File: src/rtl/psk_frame_pkg.sv
// Shared definitions for the PSK framer / deframer pair: receiver state
// encoding, default sync pattern and frame length, and byte-stream field widths.
package psk_frame_pkg;

  typedef enum logic [1:0] {
    HUNT    = 2'd0,
    PAYLOAD = 2'd1,
    CHECK   = 2'd2
  } state_t;

  localparam int          SYNC_W          = 16;
  localparam int          DIST_W          = 5;
  localparam logic [15:0] DEF_SYNC_WORD   = 16'hEB90;
  localparam int          DEF_FRAME_BYTES = 32;

  localparam int TDATA_W = 8;
  localparam int TUSER_W = 1;

endpackage

File: src/rtl/sync_correlator.sv
// Combinational sync correlator: Hamming distance of a 16-bit window to the
// sync word and to its complement, with match flags against the error limit.
module sync_correlator
  import psk_frame_pkg::*;
#(
  parameter logic [SYNC_W-1:0] SYNC_WORD = DEF_SYNC_WORD,
  parameter int                ERR_MAX   = 1
) (
  input  logic [SYNC_W-1:0] i_word,
  output logic [DIST_W-1:0] o_dist,
  output logic [DIST_W-1:0] o_distInv,
  output logic              o_match,
  output logic              o_matchInv
);

  logic [SYNC_W-1:0] w_diff;
  logic [DIST_W-1:0] w_dist;

  always_comb begin
    w_diff = i_word ^ SYNC_WORD;
    w_dist = '0;
    for (int i = 0; i < SYNC_W; i++) begin
      w_dist = w_dist + DIST_W'(w_diff[i]);
    end
  end

  // Distance to the complemented word follows directly from d + di = 16.
  assign o_dist     = w_dist;
  assign o_distInv  = DIST_W'(SYNC_W) - w_dist;
  assign o_match    = (w_dist <= DIST_W'(ERR_MAX));
  assign o_matchInv = (o_distInv <= DIST_W'(ERR_MAX));

endmodule

File: src/rtl/rx_frame_sync.sv
// Receive frame synchroniser: hunts for the sync word in the demodulated bit
// stream, resolves BPSK phase from its polarity and emits payload bytes.
module rx_frame_sync
  import psk_frame_pkg::*;
#(
  parameter logic [SYNC_W-1:0] SYNC_WORD    = DEF_SYNC_WORD,
  parameter int                FRAME_BYTES  = DEF_FRAME_BYTES,
  parameter int                SYNC_ERR_MAX = 1,
  parameter int                MISS_MAX     = 2
) (
  input  logic               clk_16M384,
  input  logic               rst_16M384,
  input  logic               bit_in,
  input  logic               bit_valid,
  output logic [TDATA_W-1:0] data_tdata,
  output logic               data_tvalid,
  output logic [TUSER_W-1:0] data_tuser,
  output logic               data_tlast,
  output logic               locked,
  output logic               inverted,
  output logic [15:0]        frame_cnt,
  output logic [15:0]        lost_cnt
);

  state_t       r_state, w_stateNext;
  logic [14:0]  r_sr, w_srNext;
  logic [4:0]   r_fill, w_fillNext;
  logic [2:0]   r_bitCnt, w_bitCntNext;
  logic [7:0]   r_byteCnt, w_byteCntNext;
  logic [3:0]   r_missCnt, w_missCntNext;
  logic [6:0]   r_byte, w_byteNext;
  logic         r_locked, w_lockedNext;
  logic         r_inverted, w_invertedNext;
  logic [7:0]   r_tdata, w_tdataNext;
  logic         r_tvalid, w_tvalidNext;
  logic         r_tuser, w_tuserNext;
  logic         r_tlast, w_tlastNext;
  logic [15:0]  r_frameCnt, w_frameCntNext;
  logic [15:0]  r_lostCnt, w_lostCntNext;

  logic [15:0]       w_window;
  logic [7:0]        w_byteFull;
  logic [DIST_W-1:0] w_dist, w_distInv;
  logic              w_match, w_matchInv;
  logic              w_sameMatch, w_oppMatch;
  logic [4:0]        w_missInc;

  // Only 15 history bits are stored; the incoming bit completes the window.
  assign w_window   = {r_sr, bit_in};
  assign w_byteFull = {r_byte, bit_in ^ r_inverted};
  assign w_missInc  = {1'b0, r_missCnt} + 5'd1;

  sync_correlator #(
    .SYNC_WORD (SYNC_WORD),
    .ERR_MAX   (SYNC_ERR_MAX)
  ) u_corr (
    .i_word     (w_window),
    .o_dist     (w_dist),
    .o_distInv  (w_distInv),
    .o_match    (w_match),
    .o_matchInv (w_matchInv)
  );

  // While locked, "same" polarity is relative to the current phase decision.
  assign w_sameMatch = (r_inverted ? w_distInv : w_dist) <= DIST_W'(SYNC_ERR_MAX);
  assign w_oppMatch  = (r_inverted ? w_dist : w_distInv) <= DIST_W'(SYNC_ERR_MAX);

  always_comb begin
    w_stateNext    = r_state;
    w_srNext       = r_sr;
    w_fillNext     = r_fill;
    w_bitCntNext   = r_bitCnt;
    w_byteCntNext  = r_byteCnt;
    w_missCntNext  = r_missCnt;
    w_byteNext     = r_byte;
    w_lockedNext   = r_locked;
    w_invertedNext = r_inverted;
    w_tdataNext    = r_tdata;
    w_tvalidNext   = 1'b0;
    w_tuserNext    = 1'b0;
    w_tlastNext    = 1'b0;
    w_frameCntNext = r_frameCnt;
    w_lostCntNext  = r_lostCnt;
    if (bit_valid) begin
      w_srNext = w_window[14:0];
      case (r_state)
        HUNT: begin
          if (r_fill != 5'd16) w_fillNext = r_fill + 5'd1;
          if (r_fill >= 5'd15 && (w_match || w_matchInv)) begin
            w_lockedNext   = 1'b1;
            w_invertedNext = !w_match;
            w_stateNext    = PAYLOAD;
            w_bitCntNext   = '0;
            w_byteCntNext  = '0;
            w_missCntNext  = '0;
          end
        end
        PAYLOAD: begin
          w_byteNext   = w_byteFull[6:0];
          w_bitCntNext = r_bitCnt + 3'd1;
          if (r_bitCnt == 3'd7) begin
            w_tvalidNext = 1'b1;
            w_tdataNext  = w_byteFull;
            w_tuserNext  = (r_byteCnt == 8'd0);
            w_tlastNext  = (r_byteCnt == 8'(FRAME_BYTES - 1));
            if (r_byteCnt == 8'(FRAME_BYTES - 1)) begin
              w_frameCntNext = r_frameCnt + 16'd1;
              w_byteCntNext  = '0;
              w_fillNext     = '0;
              w_stateNext    = CHECK;
            end else begin
              w_byteCntNext = r_byteCnt + 8'd1;
            end
          end
        end
        CHECK: begin
          w_fillNext = r_fill + 5'd1;
          if (r_fill == 5'd15) begin
            w_bitCntNext  = '0;
            w_byteCntNext = '0;
            w_stateNext   = PAYLOAD;
            if (w_sameMatch) begin
              w_missCntNext = '0;
            end else if (w_oppMatch) begin
              w_invertedNext = !r_inverted;
              w_missCntNext  = '0;
            end else if (w_missInc < 5'(MISS_MAX)) begin
              w_missCntNext = w_missInc[3:0];
            end else begin
              w_lockedNext   = 1'b0;
              w_invertedNext = 1'b0;
              w_lostCntNext  = r_lostCnt + 16'd1;
              w_missCntNext  = '0;
              w_fillNext     = '0;
              w_stateNext    = HUNT;
            end
          end
        end
        default: w_stateNext = HUNT;
      endcase
    end
  end

  always_ff @(posedge clk_16M384 or posedge rst_16M384) begin
    if (rst_16M384) begin
      r_state    <= HUNT;
      r_sr       <= '0;
      r_fill     <= '0;
      r_bitCnt   <= '0;
      r_byteCnt  <= '0;
      r_missCnt  <= '0;
      r_byte     <= '0;
      r_locked   <= 1'b0;
      r_inverted <= 1'b0;
      r_tdata    <= '0;
      r_tvalid   <= 1'b0;
      r_tuser    <= 1'b0;
      r_tlast    <= 1'b0;
      r_frameCnt <= '0;
      r_lostCnt  <= '0;
    end else begin
      r_state    <= w_stateNext;
      r_sr       <= w_srNext;
      r_fill     <= w_fillNext;
      r_bitCnt   <= w_bitCntNext;
      r_byteCnt  <= w_byteCntNext;
      r_missCnt  <= w_missCntNext;
      r_byte     <= w_byteNext;
      r_locked   <= w_lockedNext;
      r_inverted <= w_invertedNext;
      r_tdata    <= w_tdataNext;
      r_tvalid   <= w_tvalidNext;
      r_tuser    <= w_tuserNext;
      r_tlast    <= w_tlastNext;
      r_frameCnt <= w_frameCntNext;
      r_lostCnt  <= w_lostCntNext;
    end
  end

  assign data_tdata  = r_tdata;
  assign data_tvalid = r_tvalid;
  assign data_tuser  = r_tuser;
  assign data_tlast  = r_tlast;
  assign locked      = r_locked;
  assign inverted    = r_inverted;
  assign frame_cnt   = r_frameCnt;
  assign lost_cnt    = r_lostCnt;

endmodule

File: config.mk
export PLATFORM = sky130hd
export DESIGN_NAME = rx_frame_sync
export DESIGN_NICKNAME = d
export VERILOG_FILES = /design/src/rtl/psk_frame_pkg.sv /design/src/rtl/sync_correlator.sv /design/src/rtl/rx_frame_sync.sv
export SDC_FILE = /design/constraint.sdc
export NUM_CORES = 1
export LEC_CHECK = 0
export CAP_MARGIN = 20
export CORE_ASPECT_RATIO = 0.75
export CORE_UTILIZATION = 61
export CTS_CLUSTER_DIAMETER = 60
export DETAILED_ROUTE_END_ITERATION = 8
export DONT_BUFFER_PORTS = 1
export PLACE_DENSITY = 0.77
export SLEW_MARGIN = 40
export SYNTH_ARGS = -nofsm -noshare
export SYNTH_HDL_FRONTEND = slang
export SYNTH_SLANG_ARGS = --single-unit
File: constraint.sdc
create_clock -name clk_16M384 -period 6.6 [get_ports clk_16M384]
set_clock_uncertainty 0.05 [all_clocks]
set_input_delay 0.66 -clock clk_16M384 [delete_from_list [all_inputs] [get_ports clk_16M384]]
set_output_delay 0.66 -clock clk_16M384 [all_outputs]
set_load 0.1 [all_outputs]
# Word-level counts from Yosys, hierarchy flattened
# Cells that the tools add are included.
totals:
  register_bits: 89
  input_bits: 4
op_classes:
  magnitude_cmp: 6
  add_sub_neg: 22
  bitwise: 5
  eq_ne: 15
  n_reduce_logical: 19
  muxes: 52
ops:
  columns: ["operator", "n"]
  rows:
  - ["$add 5x1->5", 14]
  - ["$mux 5", 9]
  - ["$add 16x1->16 const B", 2]
  - ["$mux 8", 4]
  - ["$pmux 8 s3", 1]
  - ["$mux 1", 21]
  - ["$le 5x1->1 const B", 4]
  - ["$mux 4", 5]
  - ["$ne 2x2->1 const B", 8]
  - ["$pmux 5 s3", 1]
  - ["$reduce_and 5->1", 3]
  - ["$reduce_and 4->1", 3]
  - ["$reduce_and 6->1", 2]
  - ["$pmux 3 s3", 1]
  - ["$add 8x1->8 const B", 1]
  - ["$eq 8x5->1 const B", 1]
  - ["$logic_not 8->1", 1]
  - ["$mux 2", 4]
  - ["$not 8->8", 1]
  - ["$pmux 4 s2", 1]
  - ["$reduce_and 7->1", 1]
  - ["$mux 3", 2]
  - ["$pmux 2 s3", 1]
  - ["$add 4x1->5 const B", 1]
  - ["other kinds (23)", 27]

# Logic depth before layout (Yosys ltp)
logic_depth:
  depth_word: 22
  depth_mapped: 20
  mapped_depth_nobuf: 18

# Cells and area by module
# Synthesis repeated with hierarchy kept, for this count alone.
unflattened:
  hier_cells: 433
  hier_area_um2: 4849.7
modules_own_cells:
  columns: ["module", "area_per_inst_um2", "seq_area_each_um2", "n_inst", "cells_per_inst"]
  rows:
  - ["rx_frame_sync", 4251.6, 2227.1, 1, 366]
  - ["sync_correlator", 598.1, 0.0, 1, 67]

# Least setup slack after synthesis
# Ideal clock, no wire load.
synth_timing:
  path_type: "in2reg"
  from: "in bit_in"
  to: "reg r_missCnt[0]"
  setup_slack_ns: 1.165
  required_time_ns: 6.425
  cell_stages: 17
  arrival_time_ns: 5.261
  cell_sequence: "ha_1 -> inv_1 -> fa_1 -> fa_1 -> fa_1 -> fa_1 -> fa_1 -> inv_1 -> fa_1 -> nor2b_4 -> o211ai_1 -> o211a_2 -> o32ai_4 -> a21oi_2 -> buf_6 -> nor2_4 -> mux2_2"
synth_via:
  elab_chain_len: 22
  word_cells_on_any_way: 30
synth_rtl:
  columns: ["item", "line", "rtl"]
  rows:
  - ["start, declared", "rx_frame_sync.sv:13", "input logic bit_in,"]
  - ["$add 1x1->2 (*)", "sync_correlator.sv:23", "w_dist = w_dist + DIST_W'(w_diff[i]);"]
  - ["$add 5x1->5 (*) (14 in a row)", "sync_correlator.sv:23", null]
  - ["$sub 5x5->5", "sync_correlator.sv:29", "assign o_distInv = DIST_W'(SYNC_W) - w_dist;"]
  - ["$mux 5", "rx_frame_sync.sv:66", "assign w_oppMatch = (r_inverted ? w_dist : w_distInv) <= DIST_W'(SYNC_ERR_MAX);"]
  - ["$le 5x1->1", "rx_frame_sync.sv:66", null]
  - ["$mux 4", "rx_frame_sync.sv:124", "end else if (w_oppMatch) begin"]
  - ["$mux 4", "rx_frame_sync.sv:122", "if (w_sameMatch) begin"]
  - ["$mux 4", "rx_frame_sync.sv:118", "if (r_fill == 5'd15) begin"]
  - ["$pmux 4 s2", "rx_frame_sync.sv:86", "case (r_state)"]
  - ["end signal, assigned", "rx_frame_sync.sv:167", "r_missCnt <= w_missCntNext;"]
  - ["end, declared", "rx_frame_sync.sv:30", "logic [3:0] r_missCnt, w_missCntNext;"]
# Mark *: on every way between the ends. The rest lies on a longest branch, timed or not. The select of a mux whose other input is x is not followed.
# A chain may end at the register's enable or synchronous reset.

# Worst setup path in the final report
layout_timing:
  from: "reg r_sr[0]"
  to: "reg r_bitCnt[1]"
layout_via:
  elab_chain_len: 21
  word_cells_on_any_way: 22
layout_rtl:
  columns: ["item", "line", "rtl"]
  rows:
  - ["start, declared", "rx_frame_sync.sv:26", "logic [14:0] r_sr, w_srNext;"]
  - ["start signal, assigned", "rx_frame_sync.sv:163", "r_sr <= w_srNext;"]
  - ["$add 1x1->2 (*)", "sync_correlator.sv:23", null]
  - ["$add 5x1->5 (*) (14 in a row)", "sync_correlator.sv:23", null]
  - ["$sub 5x5->5", "sync_correlator.sv:29", null]
  - ["$le 5x1->1", "sync_correlator.sv:31", "assign o_matchInv = (o_distInv <= DIST_W'(ERR_MAX));"]
  - ["$logic_or 1x1->1 (*)", "rx_frame_sync.sv:89", "if (r_fill >= 5'd15 && (w_match || w_matchInv)) begin"]
  - ["$logic_and 1x1->1 (*)", "rx_frame_sync.sv:89", null]
  - ["$ne 2x2->1 (no source line) (*)", null, null]
  - ["$reduce_and 4->1 (no source line) (*)", null, null]
  - ["end signal, assigned", "rx_frame_sync.sv:165", "r_bitCnt <= w_bitCntNext;"]
  - ["end, declared", "rx_frame_sync.sv:28", "logic [2:0] r_bitCnt, w_bitCntNext;"]
# Mark *: on every way between the ends. The rest lies on a longest branch, timed or not.

==> impl_metrics.env <==
export IMPL_finalSetupTns_ns=0
export IMPL_grt_pass1_wl_um=14300
export IMPL_via_per_inst=5.78
export IMPL_die_w_um=103
export IMPL_tightest_slew_ns=0.881
export IMPL_cp_arrival_ns=5.87
export IMPL_power_uw=2680
export IMPL_cts_tree="yes"
export IMPL_critPathCaptureType="flip-flop"
export IMPL_vias=3042
export IMPL_grt_overflow=0
export IMPL_postCtsSetupRepairBufs=0
export IMPL_antenna_left=0
export IMPL_synth_flop_cell="dfrtp_1"
export IMPL_peakVddDrop_v=0.000504
export IMPL_grt_start_max_net_pins=90
export IMPL_hp_class="input port to asynchronous set/reset pin"
export IMPL_seq_area_frac_synth_pct=47.5
export IMPL_async_flop_share_pct=100
export IMPL_synth_seq_cells=89
export IMPL_r2r_start="r_sr[0]"
export IMPL_max_freq_ghz=0.176
export IMPL_routedWlPerCell_um=15.8
export IMPL_regArea_sq_um=2280
export IMPL_yosys_area_share_adder_pct=10.1
export IMPL_synth_top_area_cell="dfrtp_1"
export IMPL_drive_gt1_share_pct=24.5
export IMPL_grt_use_total_pct=23.4
export IMPL_path_clk_slew_ns=0.09
export IMPL_yosysMostFrequentCell="dfrtp_1"
export IMPL_dieHeight_um=78.0
export IMPL_cts_hold_buf=0
export IMPL_start_util_pct=63.4
export IMPL_grt_antenna_before_repair=0
export IMPL_worstSetupStartpointType="flip-flop"
export IMPL_yosys_top_cells_count="dfrtp_1, inv_1, nand2_1"
export IMPL_synth_edf_count=0
export IMPL_postRouteWirelength_um=8300
export IMPL_synth_top_family_by_area="simple AND/OR/NAND/NOR gates"
export IMPL_rsz0062_at_grt="no"
export IMPL_clk_latency_ns=0.36
export IMPL_numCtsBuffers=9
export IMPL_crit_required_ns=6.77
export IMPL_worstSetupStartpoint="r_sr[0]"
export IMPL_rows=27
export IMPL_syn_area_sq_um=4690
export IMPL_gp_congestion=0.813
export IMPL_synth_area_per_cell_sq_um=11.2
export IMPL_relSlewSlack_pct=41.3
export IMPL_syn_inst=418
export IMPL_synthSimpleGateAreaFrac_pct=15.1
export IMPL_ff2ff_setup_slack_ns=0.91
export IMPL_diodes=0
export IMPL_min_period_ns=5.69
export IMPL_utilization_pct=67.8
export IMPL_port_buffers=0
export IMPL_synth_top_area_share_pct=47.5
export IMPL_cts_root_buffer="clkbuf_8"
export IMPL_synth_compound_gate_area_share_pct=11.0
export IMPL_ys_warn_count=0
export IMPL_fin_nets=456
export IMPL_status="completed"
export IMPL_p_leak_uw=0.00228
export IMPL_clockBufferDepth=2
export IMPL_clock_sinks=89
export IMPL_r2r_cells=16
export IMPL_synth_distinct_cells=57
export IMPL_firstDrtPassIters=4
export IMPL_drtIter0Drc=145
export IMPL_crit_fanout=20
export IMPL_syn_nets=454
export IMPL_io_pins=49
export IMPL_hold_viol=0
export IMPL_synth_area_top_cells="dfrtp_1, ha_1, mux2_2"
export IMPL_place_hpwl_um=5850
export IMPL_grt_pass1_vias=2980
export IMPL_reg2reg_to="r_bitCnt[1]"
export IMPL_die_area_sq_um=8050
export IMPL_htreeDepth=3
export IMPL_cts_resized_gates=0
export IMPL_power_density_nw_per_um2=534
export IMPL_multiInputGateArea_sq_um=2270
export IMPL_maxSlewViolCount=0
export IMPL_timing_worst_setup_path_type="flip-flop to flip-flop"
export IMPL_area_growth_pct=6.88
export IMPL_max_cap_violations=0
export IMPL_drc=0
export IMPL_post_route_period_util_pct=86.3
export IMPL_nFillCells=525
export IMPL_synth_xor_area_share_pct=6.32
export IMPL_synth_area_mux_share_pct=5.76
export IMPL_fin_hold_ws_ns=0.318
export IMPL_core_sq_um=7400
export IMPL_setup_viol=0
[critical path: stages, from the launching register on]
cell and delay, ns:
dfrtp_1 0.41, ha_1 0.27, inv_1 0.04, fa_1 0.46, fa_1 0.49, fa_1 0.56, fa_1 0.44, fa_1 0.39
inv_1 0.08, fa_1 0.51, inv_1 0.12, ha_1 0.31, a21oi_1 0.19, nor3_1 0.09, a21oi_4 0.50, or2_0 0.48
o21ai_1 0.15
[power breakdown]
part / total [uW] / switching (uW) / internal, uW
clock: 347 / 205 / 142
sequential: 742 / 119 / 622
combinational: 1590 / 955 / 635
total: 2680 / 1280 / 1400
[cells in the final DEF, fill, tap and decap left out, types with 3 or more instances in the layout]
cell,synthesis,layout
dfrtp_1,89,47
a21oi_2,4,3
o41ai_2,3,3
a211oi_1,4,4
nand2_1,32,32
dfrtp_2,0,42
o21ai_1,6,6
o21ai_0,23,23
clkbuf_8,0,10
and2_1,5,5
xor2_1,4,4
nand4_1,12,12
and4_1,6,6
nor2_1,7,7
nor2b_1,4,4
a21o_1,3,3
ha_1,22,22
o31ai_1,4,4
fa_1,10,10
a21oi_1,5,5
and3_1,12,12
nor3_1,5,5
nand3_1,24,24
mux2_2,24,24
inv_1,38,37
inv_6,0,3
xnor2_1,28,28
[metal layers]
layer	vias up	wire, um	track usage [%]
li1	1461	-	-
met1	1504	4170	35.1
met2	71	3630	31.6
met3	6	415	7.66
met4	0	85	8.03
met5	-	0	0
[cell families (layout without fill, tap and decap cells)]
family	count (synthesis)	after routing
compound gates	68	68
flops	89	89
mux	24	24
buf+inv	49	56
fa+ha+maj	32	32
xor+xnor	33	33
simple gates	123	123
[state kept, by name (all words and copies together), names as in the netlist]
signal and count:
inverted 1, r_fill 5, r_missCnt 4, r_bitCnt 3, r_sr 15, r_byteCnt 8, frame_cnt 16, r_byte 7
data_tvalid 1, lost_cnt 16, data_tdata 8, data_tlast 1, r_state 2, data_tuser 1, locked 1
[metrics by stage]
| step | instances | instance area (sq um) | worst slack (ns) |
|---|---|---|---|
| final | 526 | 5020 | 0.906 |
| after global routing | 526 | 5020 | 0.629 |
| after CTS | 526 | 5000 | 0.623 |
| after detailed placement | 510 | 4820 | 0.391 |
| after global placement | 510 | 4770 | 0.580 |
| after floorplan | 418 | 4690 | 1.16 |
[layout make-up]
cell class                 instances  share of cell area, %
clock buffer                      10                   2.54
inverter                          39                   2.94
sequential                        89                   45.4
timing repair buffer               1                  0.274
tap                              101                   2.52
clock inverter                     6                  0.998
multi-input combinational        280                   45.3
[worst max path at each step]
stage	end	slack, ns
2_1_floorplan	r_missCnt[0]	1.16
3_3_place_gp	r_byteCnt[1]	0.58
3_5_place_dp	r_bitCnt[1]	0.39
4_1_cts	r_bitCnt[1]	0.62
5_1_grt	r_bitCnt[0]	0.63
6_report	r_bitCnt[1]	0.91
No activity file was read; power rests on OpenSTA's default activity.
